[src/rtl/ble_rx_framer_pkg.sv]
// rtl/ble_rx_framer_pkg.sv - shared state encodings, error codes and default SOF for the BLE RX framer
package ble_rx_framer_pkg;

  typedef enum logic [2:0] {
    ST_IDLE    = 3'd0,
    ST_LEN     = 3'd1,
    ST_PAYLOAD = 3'd2,
    ST_CHECK   = 3'd3,
    ST_DRAIN   = 3'd4
  } state_t;

  localparam logic [1:0] ERR_NONE    = 2'd0;
  localparam logic [1:0] ERR_LEN     = 2'd1;
  localparam logic [1:0] ERR_CSUM    = 2'd2;
  localparam logic [1:0] ERR_TIMEOUT = 2'd3;

  localparam logic [7:0] SOF_DEFAULT = 8'hAA;

endpackage

[src/rtl/ble_rx_framer_buf.sv]
// rtl/ble_rx_framer_buf.sv - MAX_LEN x 8 payload buffer, synchronous write, asynchronous read
module ble_frame_buf #(
  parameter int MAX_LEN = 16,
  parameter int AW      = $clog2(MAX_LEN)
) (
  input  logic          clk_i,
  input  logic          we_i,
  input  logic [AW-1:0] wr_idx_i,
  input  logic [7:0]    data_i,
  input  logic [AW-1:0] rd_idx_i,
  output logic [7:0]    rd_data_o
);

  logic [7:0] mem_q [MAX_LEN];

  always_ff @(posedge clk_i) begin
    if (we_i) begin
      mem_q[wr_idx_i] <= data_i;
    end
  end

  assign rd_data_o = mem_q[rd_idx_i];

endmodule

[src/rtl/ble_rx_framer.sv]
// rtl/ble_rx_framer.sv - SOF/LEN/payload/XOR-checksum framer with gated payload release.
// Optional saturating frame counters when BLE_RX_STATS_EN is defined.
module ble_rx_framer
  import ble_rx_framer_pkg::*;
#(
  parameter int         MAX_LEN      = 16,
  parameter logic [7:0] SOF_BYTE     = SOF_DEFAULT,
  parameter int         TIMEOUT_CLKS = 26040
) (
  input  logic        i_Clock,
  input  logic        i_Reset,
  input  logic        i_Rx_DV,
  input  logic [7:0]  i_Rx_Byte,
  output logic        o_Cmd_Valid,
  output logic [7:0]  o_Cmd_Byte,
  output logic        o_Cmd_Last,
  input  logic        i_Cmd_Ready,
  output logic        o_Frame_Ok,
  output logic        o_Frame_Err,
  output logic [1:0]  o_Err_Code,
  output logic        o_Overrun,
  output logic        o_Busy
`ifdef BLE_RX_STATS_EN
  ,
  output logic [15:0] o_Ok_Count,
  output logic [15:0] o_Err_Count
`endif
);

  localparam int IW = $clog2(MAX_LEN + 1);
  localparam int AW = $clog2(MAX_LEN);
  localparam int TW = $clog2(TIMEOUT_CLKS);

  state_t         state_q, state_d;
  logic [IW-1:0]  len_q, len_d;
  logic [IW-1:0]  wr_idx_q, wr_idx_d;
  logic [IW-1:0]  rd_idx_q, rd_idx_d;
  logic [7:0]     csum_q, csum_d;
  logic [TW-1:0]  tmo_q, tmo_d;
  logic           cmd_valid_q, cmd_valid_d;
  logic [7:0]     cmd_byte_q, cmd_byte_d;
  logic           cmd_last_q, cmd_last_d;
  logic           ok_q, ok_d;
  logic           err_q, err_d;
  logic [1:0]     err_code_q, err_code_d;
  logic           ovr_q, ovr_d;
  logic           busy_q, busy_d;

  logic           buf_we;
  logic [AW-1:0]  rd_addr;
  logic [7:0]     rd_data;
  logic           in_frame;
  logic           tmo_hit;

  // Read address looks one entry ahead so the next byte is ready to register on a handshake.
  assign rd_addr  = (state_q == ST_DRAIN) ? AW'(rd_idx_q + IW'(1)) : '0;
  assign in_frame = (state_q == ST_LEN) || (state_q == ST_PAYLOAD) || (state_q == ST_CHECK);
  assign tmo_hit  = (tmo_q == TW'(TIMEOUT_CLKS - 2));

  ble_frame_buf #(.MAX_LEN(MAX_LEN), .AW(AW)) u_buf (
    .clk_i     (i_Clock),
    .we_i      (buf_we),
    .wr_idx_i  (wr_idx_q[AW-1:0]),
    .data_i    (i_Rx_Byte),
    .rd_idx_i  (rd_addr),
    .rd_data_o (rd_data)
  );

  always_comb begin
    state_d     = state_q;
    len_d       = len_q;
    wr_idx_d    = wr_idx_q;
    rd_idx_d    = rd_idx_q;
    csum_d      = csum_q;
    tmo_d       = (in_frame && !i_Rx_DV) ? tmo_q + TW'(1) : '0;
    cmd_valid_d = cmd_valid_q;
    cmd_byte_d  = cmd_byte_q;
    cmd_last_d  = cmd_last_q;
    ok_d        = 1'b0;
    err_d       = 1'b0;
    err_code_d  = ERR_NONE;
    ovr_d       = 1'b0;
    buf_we      = 1'b0;

    unique case (state_q)
      ST_IDLE: begin
        if (i_Rx_DV && i_Rx_Byte == SOF_BYTE) begin
          state_d = ST_LEN;
          csum_d  = '0;
        end
      end
      ST_LEN: begin
        if (i_Rx_DV) begin
          if (i_Rx_Byte == 8'd0 || int'(i_Rx_Byte) > MAX_LEN) begin
            err_d      = 1'b1;
            err_code_d = ERR_LEN;
            state_d    = ST_IDLE;
          end else begin
            len_d    = IW'(i_Rx_Byte);
            csum_d   = i_Rx_Byte;
            wr_idx_d = '0;
            state_d  = ST_PAYLOAD;
          end
        end
      end
      ST_PAYLOAD: begin
        if (i_Rx_DV) begin
          buf_we   = 1'b1;
          csum_d   = csum_q ^ i_Rx_Byte;
          wr_idx_d = wr_idx_q + IW'(1);
          if (wr_idx_q == len_q - IW'(1)) begin
            state_d = ST_CHECK;
          end
        end
      end
      ST_CHECK: begin
        if (i_Rx_DV) begin
          if (i_Rx_Byte == csum_q) begin
            state_d     = ST_DRAIN;
            ok_d        = 1'b1;
            rd_idx_d    = '0;
            cmd_valid_d = 1'b1;
            cmd_byte_d  = rd_data;
            cmd_last_d  = (len_q == IW'(1));
          end else begin
            err_d      = 1'b1;
            err_code_d = ERR_CSUM;
            state_d    = ST_IDLE;
          end
        end
      end
      ST_DRAIN: begin
        ovr_d = i_Rx_DV;
        if (cmd_valid_q && i_Cmd_Ready) begin
          if (cmd_last_q) begin
            state_d     = ST_IDLE;
            cmd_valid_d = 1'b0;
            cmd_byte_d  = '0;
            cmd_last_d  = 1'b0;
          end else begin
            rd_idx_d   = rd_idx_q + IW'(1);
            cmd_byte_d = rd_data;
            cmd_last_d = (rd_idx_q + IW'(2) == len_q);
          end
        end
      end
      default: state_d = ST_IDLE;
    endcase

    // A strobe on the terminal count is handled above and wins over the timeout.
    if (in_frame && !i_Rx_DV && tmo_hit) begin
      err_d      = 1'b1;
      err_code_d = ERR_TIMEOUT;
      state_d    = ST_IDLE;
    end

    busy_d = (state_d != ST_IDLE);
  end

  always_ff @(posedge i_Clock) begin
    if (i_Reset) begin
      state_q     <= ST_IDLE;
      len_q       <= '0;
      wr_idx_q    <= '0;
      rd_idx_q    <= '0;
      csum_q      <= '0;
      tmo_q       <= '0;
      cmd_valid_q <= 1'b0;
      cmd_byte_q  <= '0;
      cmd_last_q  <= 1'b0;
      ok_q        <= 1'b0;
      err_q       <= 1'b0;
      err_code_q  <= ERR_NONE;
      ovr_q       <= 1'b0;
      busy_q      <= 1'b0;
    end else begin
      state_q     <= state_d;
      len_q       <= len_d;
      wr_idx_q    <= wr_idx_d;
      rd_idx_q    <= rd_idx_d;
      csum_q      <= csum_d;
      tmo_q       <= tmo_d;
      cmd_valid_q <= cmd_valid_d;
      cmd_byte_q  <= cmd_byte_d;
      cmd_last_q  <= cmd_last_d;
      ok_q        <= ok_d;
      err_q       <= err_d;
      err_code_q  <= err_code_d;
      ovr_q       <= ovr_d;
      busy_q      <= busy_d;
    end
  end

  assign o_Cmd_Valid = cmd_valid_q;
  assign o_Cmd_Byte  = cmd_byte_q;
  assign o_Cmd_Last  = cmd_last_q;
  assign o_Frame_Ok  = ok_q;
  assign o_Frame_Err = err_q;
  assign o_Err_Code  = err_code_q;
  assign o_Overrun   = ovr_q;
  assign o_Busy      = busy_q;

`ifdef BLE_RX_STATS_EN
  logic [15:0] ok_cnt_q, err_cnt_q;

  always_ff @(posedge i_Clock) begin
    if (i_Reset) begin
      ok_cnt_q  <= '0;
      err_cnt_q <= '0;
    end else begin
      if (ok_d && ok_cnt_q != 16'hFFFF) begin
        ok_cnt_q <= ok_cnt_q + 16'd1;
      end
      if (err_d && err_cnt_q != 16'hFFFF) begin
        err_cnt_q <= err_cnt_q + 16'd1;
      end
    end
  end

  assign o_Ok_Count  = ok_cnt_q;
  assign o_Err_Count = err_cnt_q;
`endif

endmodule

[config.mk]
export PLATFORM = sky130hd
export DESIGN_NAME = ble_rx_framer
export DESIGN_NICKNAME = d
export VERILOG_FILES = /design/src/rtl/ble_rx_framer_pkg.sv /design/src/rtl/ble_rx_framer_buf.sv /design/src/rtl/ble_rx_framer.sv
export SDC_FILE = /design/constraint.sdc
export NUM_CORES = 1
export LEC_CHECK = 0
export ABC_AREA = 1
export BUFFER_PORTS_ARGS = -buffer_cell sky130_fd_sc_hd__buf_2
export CORE_MARGIN = 4
export CORE_UTILIZATION = 45
export CTS_CLUSTER_DIAMETER = 50
export DETAILED_ROUTE_END_ITERATION = 10
export PLACE_DENSITY = 0.6
export SETUP_SLACK_MARGIN = 0.2
export SLEW_MARGIN = 20
export SYNTH_ARGS = -nofsm -noshare
export SYNTH_HDL_FRONTEND = slang
export SYNTH_SLANG_ARGS = --single-unit
[constraint.sdc]
create_clock -name i_Clock -period 6 [get_ports i_Clock]
set_clock_uncertainty 0.1 [all_clocks]
set_input_delay 0.3 -clock i_Clock [delete_from_list [all_inputs] [get_ports i_Clock]]
set_output_delay 0.3 -clock i_Clock [all_outputs]
set_load 0.05 [all_outputs]
==> results.cfg, run 1 <==
[floorplanning]
die_w_um = 147
die_y_um = 147
dieArea_um2 = 21600
core_um2 = 18900
io_pins = 28
start_util = 0.461
row_count = 50

[sta]
relSlewSlack = 0.342
tns_ns = 0
tightest_slew_ns = 0.986
fmax_ghz = 0.354
setup_ws_ns = 3.17
finalSetupViolations = 0
final-hold-violation-count = 0
rsz0062_at_grt = no
finalCriticalPeriod_ns = 2.83
period_share = 0.471
hold_slack_ns = 0.147
slew_viol_final = 0

[worst_hold_path]
hp-class = primary input to flip-flop

[clock_tree]
cts_buffers = 17
clock_sinks = 185
h-tree-depth = 4
cts_root_buffer = clkbuf_16
cts_tree = built
clk_latency_ns = 0.42
cts_setup_buffers = 0
clkTransAtPathRegs_ns = 0.06
hold_buffers = 0
cts_resized = 0
clk_path_buf_depth = 2

[critical_path]
cp-end-kind = flip-flop
worstSetupPathType = flip-flop to flip-flop
rrSetupSlack_ns = 3.17
worstPathMaxFanout = 39
cp.arrival_ns = 2.77
startpoint_type = flip-flop
cp.required_ns = 5.95

[drt]
drt_iter0_drc = 459
drc = 0
dr.pass1.iters = 7
wl_um = 20800
vias = 6476
wl_per_cell_um = 16.4
detail-route-antenna-nets = 0
viasPerCell = 5.11

[synth]
synthArstFlopShare = 0
synth-edff-count = 128
synth_cell_types = 35
synth_flop_cell = edfxtp_1
synth_fp_nets = 1003
yosysWarnings = 0
synth_cells = 981
ys_seq_area_frac = 0.573
synth.avg_cell_area_um2 = 8.87
syn_area_um2 = 8700
synth_seq_cells = 185

[finish]
diodes = 0
drive_gt1_frac = 0.0804
nNetsFinal = 1016
fin_util = 0.505
n_fill_cell = 1832
instances_no_fill = 1267
syn_to_final_growth_pct = 9.67
regArea_um2 = 4980
multiInputGateArea_um2 = 2940

[global_route]
grt_max_degree = 63
grt_pass1_vias = 6111
antenna_found_initial = 1
grt-ovfl-total = 0
grt_pass1_wl_um = 33400
grtUsageTotal = 0.199

[flow_run]
drv_cap = 0

[place]
gp_congestion = 0.829
portBuffers = 27
dpl.hpwl_um = 13400
placed_cells_incl_taps = 1235
dp_slack_ns = 3.18

[power_and_ir_drop]
vdd_drop_max_v = 0.000197
leakagePower_uw = 0.00399
p_per_area_nw_per_um2 = 256

[outcome]
status = completed
Yosys cell counts (8+ instances only):
master / count / area (um^2)
ha_1: 10 / 125
nand4_1: 44 / 275
dfxtp_1: 57 / 1140
clkbuf_1: 18 / 67.6
inv_1: 144 / 541
xnor2_1: 16 / 140
nand2_1: 198 / 743
nor2_1: 125 / 469
nor3_1: 13 / 65.1
edfxtp_1: 128 / 3840
nand3_1: 102 / 510
xor2_1: 8 / 70.1
a21oi_1: 32 / 160
buf_2: 12 / 60.1
o21ai_0: 30 / 150
final timing paths:
check                      from            endpoint  cells past startpoint
setup / recovery     state_q[2]  u_buf.mem_q[12][2]                      8
hold / removal          i_Rx_DV          o_Frame_Ok                      3
setup reg to reg     state_q[2]  u_buf.mem_q[12][2]                      8
hold reg to reg   o_Cmd_Byte[7]       o_Cmd_Byte[7]                      2
cell usage in the layout, fill, tap and decap left out, types with 3 or more instances in the layout:
| cell type | instances |
|---|---|
| xor2_1 | 8 |
| buf_4 | 6 |
| clkbuf_16 | 18 |
| buf_2 | 27 |
| inv_2 | 3 |
| nand4_1 | 44 |
| nor2_1 | 125 |
| dfxtp_1 | 57 |
| edfxtp_1 | 128 |
| nand3_1 | 102 |
| nor3_1 | 13 |
| nor4_1 | 3 |
| nand2_1 | 198 |
| inv_1 | 146 |
| xnor2_1 | 16 |
| or2_2 | 3 |
| clkinv_1 | 3 |
| a21oi_1 | 32 |
| nand3_2 | 4 |
| ha_1 | 10 |
| inv_4 | 4 |
| o22ai_1 | 5 |
| o21ai_0 | 30 |
registers in the layout (all words and copies together) (netlist names), 3 cells and up:
signal and cells:
csum_q 8, u_buf.mem_q 128, state_q 3, len_q 5, wr_idx_q 5, tmo_q 15, o_Cmd_Byte 8, rd_idx_q 5
power by group:
group          switching [uW]  total (uW)  leakage, uW  internal [uW]
sequential              0.137        1360      0.00161           1360
combinational            35.4        42.2      0.00209           6.82
clock                     467        1040     0.000286            576
area by class of cell:
type / instances / area share
Clock buffer: 21 / 0.0505
Multi-Input combinational cell: 607 / 0.308
Clock inverter: 11 / 0.00721
Inverter: 150 / 0.0590
Timing Repair Buffer: 33 / 0.0189
Sequential cell: 185 / 0.522
Tap cell: 260 / 0.0341
kinds of logic (layout without fill, tap and decap cells):
logic type | after synthesis | after routing | share of synthesized area
xor+xnor | 24 | 24 | 0.0241
simple gates | 501 | 501 | 0.256
buf+inv | 189 | 215 | 0.0893
flops | 185 | 185 | 0.573
compound gates | 72 | 72 | 0.0438
fa+ha+maj | 10 | 10 | 0.0144
through the flow:
step	power, uW	cell area, um^2
floorplan	1400	8700
global placement	1430	9000
detailed placement	1430	9000
CTS	2460	9550
global route	2520	9550
finish	2450	9550
per-layer routing:
metal / vias to the layer above / global-route usage / wire length, um
met2: 144 / 0.316 / 9620
met5: - / 0 / 12
met4: 2 / 0.0592 / 417
li1: 3243 / - / -
met3: 31 / 0.0413 / 1000
met1: 3056 / 0.278 / 9720
critical path, stage by stage, from the launching register on:
cell     delay, ns
dfxtp_1       0.30
buf_4         0.28
inv_1         0.15
nand2_1       0.09
nor2_1        0.27
nand2_1       0.25
inv_1         0.18
nand2_1       0.16
nor2_1        0.66
Note: power is estimated with default switching activity, not from simulation.
==> inputs of run 2 (changes only) <==
- clock period: 6 -> 2.9 ns (I/O delays scaled with it)
==> run 2 against run 1 <==
  * Combinational power rose by 130%
  * Critical path type unchanged
  * Critical endpoint is now u_buf.mem_q[0][1]
  * Cell area up 2.1%
  * Die area stayed put
  * Count of clock-buffer cells in the layout up 4
  * Clock power rose by 140%
  * Sequential power rose by 110%
  * Worst hold slack worse by 0.097 ns
  * Global-route usage up 0.54 points
  * Register-to-register slack got worse by 2.8 ns
  * Fmax up 11%
  * Sequential cell count unchanged
  * Critical path depth shrank 2
==> results.cfg, run 2 (same netlist as run 1, synthesis figures left out) <==
[power_and_ir_drop]
p_comb_frac = 0.018
power_uw = 5410
power_switching_share = 0.197
leakagePower_uw = 0.00408
vdd_drop_max_v = 0.000402
power.switching_uw = 1060
p_per_area_nw_per_um2 = 555
seq_power_share = 0.521
pwr-share-clk = 0.461
p_int_uw = 4340

[finish]
nNetsFinal = 1029
diodes = 0
regMostFlops = u_buf.mem_q
top_regs = u_buf.mem_q (128), tmo_q (15)
fin_util = 0.516
final_cell_mix = 198 x nand2_1, 144 x inv_1, 128 x edfxtp_1, 124 x nor2_1, 102 x nand3_1
layout_commonest_cell = nand2_1
drive_gt1_frac = 0.0922
syn_to_final_growth_pct = 12.0
largest_reg_flops = 128

[drt]
vias = 6494
viasPerCell = 5.07
wl_um = 21300
wl_per_cell_um = 16.6
detail-route-antenna-nets = 0
drt_iter0_drc = 515
dr.pass1.iters = 5
drc = 0

[flow_run]
drv_cap = 0

[sta]
finalCriticalPeriod_ns = 2.55
fmax_ghz = 0.392
slew_viol_final = 0
final-hold-violation-count = 0
finalSetupViolations = 0
relSlewSlack = 0.492
setup_ws_ns = 0.350
period_share = 0.879
tns_ns = 0
rsz0062_at_grt = yes
tightest_slew_ns = 0.759

[clock_tree]
cts_buffers = 17
clkTransAtPathRegs_ns = 0.07
clk_path_buf_depth = 2
clock_sinks = 185
clk_latency_ns = 0.43
cts_tree = built
h-tree-depth = 4
cts_root_buffer = clkbuf_16

[floorplanning]
start_util = 0.461
dieArea_um2 = 21600
row_count = 50
core_um2 = 18900
die_y_um = 147
die_w_um = 147
io_pins = 28

[place]
portBuffers = 27
dpl.hpwl_um = 14100
dp_slack_ns = 0.391
gp_congestion = 0.810

[critical_path]
cp.arrival_ns = 2.51
cp.required_ns = 2.86
worstPathMaxFanout = 8
cp-end-kind = flip-flop
worstSetupPathType = flip-flop to flip-flop
rrSetupSlack_ns = 0.35
startpoint_type = flip-flop

[global_route]
grt-ovfl-total = 0
grt_max_degree = 66
grtUsageTotal = 0.205
antenna_found_initial = 0
grt_pass1_wl_um = 34400
grt_pass1_vias = 6269

[worst_hold_path]
hp-class = primary input to flip-flop

[outcome]
status = completed
run 2: critical path: stages (launching register included):
cell and delay [ns]:
dfxtp_1 0.44, nand2_1 0.12, nor2_1 0.28, nand2_1 0.27, inv_1 0.20, nand2_1 0.15, nor2_1 0.61
run 2: stage by stage:
step,area [um^2],hold WS [ns],cells
after floorplan,8700,0.144,981
after global placement,9090,0.354,1247
after detailed placement,9090,0.359,1247
after CTS,9740,0.0427,1280
after global routing,9750,0.0678,1280
final,9750,0.0495,1280
run 2: worst paths after layout:
check,start,depth (start not counted),to
setup / recovery,state_q[1],6,u_buf.mem_q[0][1]
hold / removal,i_Reset,2,o_Frame_Ok
setup reg to reg,state_q[1],6,u_buf.mem_q[0][1]
hold reg to reg,o_Cmd_Byte[3],2,o_Cmd_Byte[3]
run 2: timing repair:
action                                 in CTS  in global routing
setup buffers                               0                  0
setup endpoints to repair                   0                 48
endpoints found under the hold margin       1                  0
hold buffers                                1                  0
gates resized for setup                     0                  1
run 2: per-layer routing:
metal | up-vias | GRT usage | wire length [um]
met5 | - | 0 | 0
met4 | 0 | 0.0662 | 512
li1 | 3275 | - | -
met2 | 163 | 0.337 | 10100
met1 | 3017 | 0.273 | 9560
met3 | 39 | 0.0410 | 1120
run 2: power groups by stage:
stage	combinational, uW	sequential, uW	clock, uW
after floorplan	26.5	2880	0
after global placement	98.0	2870	0
after detailed placement	98.1	2870	0
after CTS	99.4	2820	2530
after global routing	107	2810	2630
final	98.0	2820	2490
run 2: area by class of cell:
| type | count | area, um^2 |
|---|---|---|
| inverters | 150 | 563 |
| flip-flops and latches | 185 | 4980 |
| clock inverters | 7 | 96.3 |
| fillers | 1823 | 9150 |
| multi-input cells | 607 | 2950 |
| well taps | 260 | 325 |
| repair buffers | 46 | 280 |
| clock buffers | 25 | 551 |
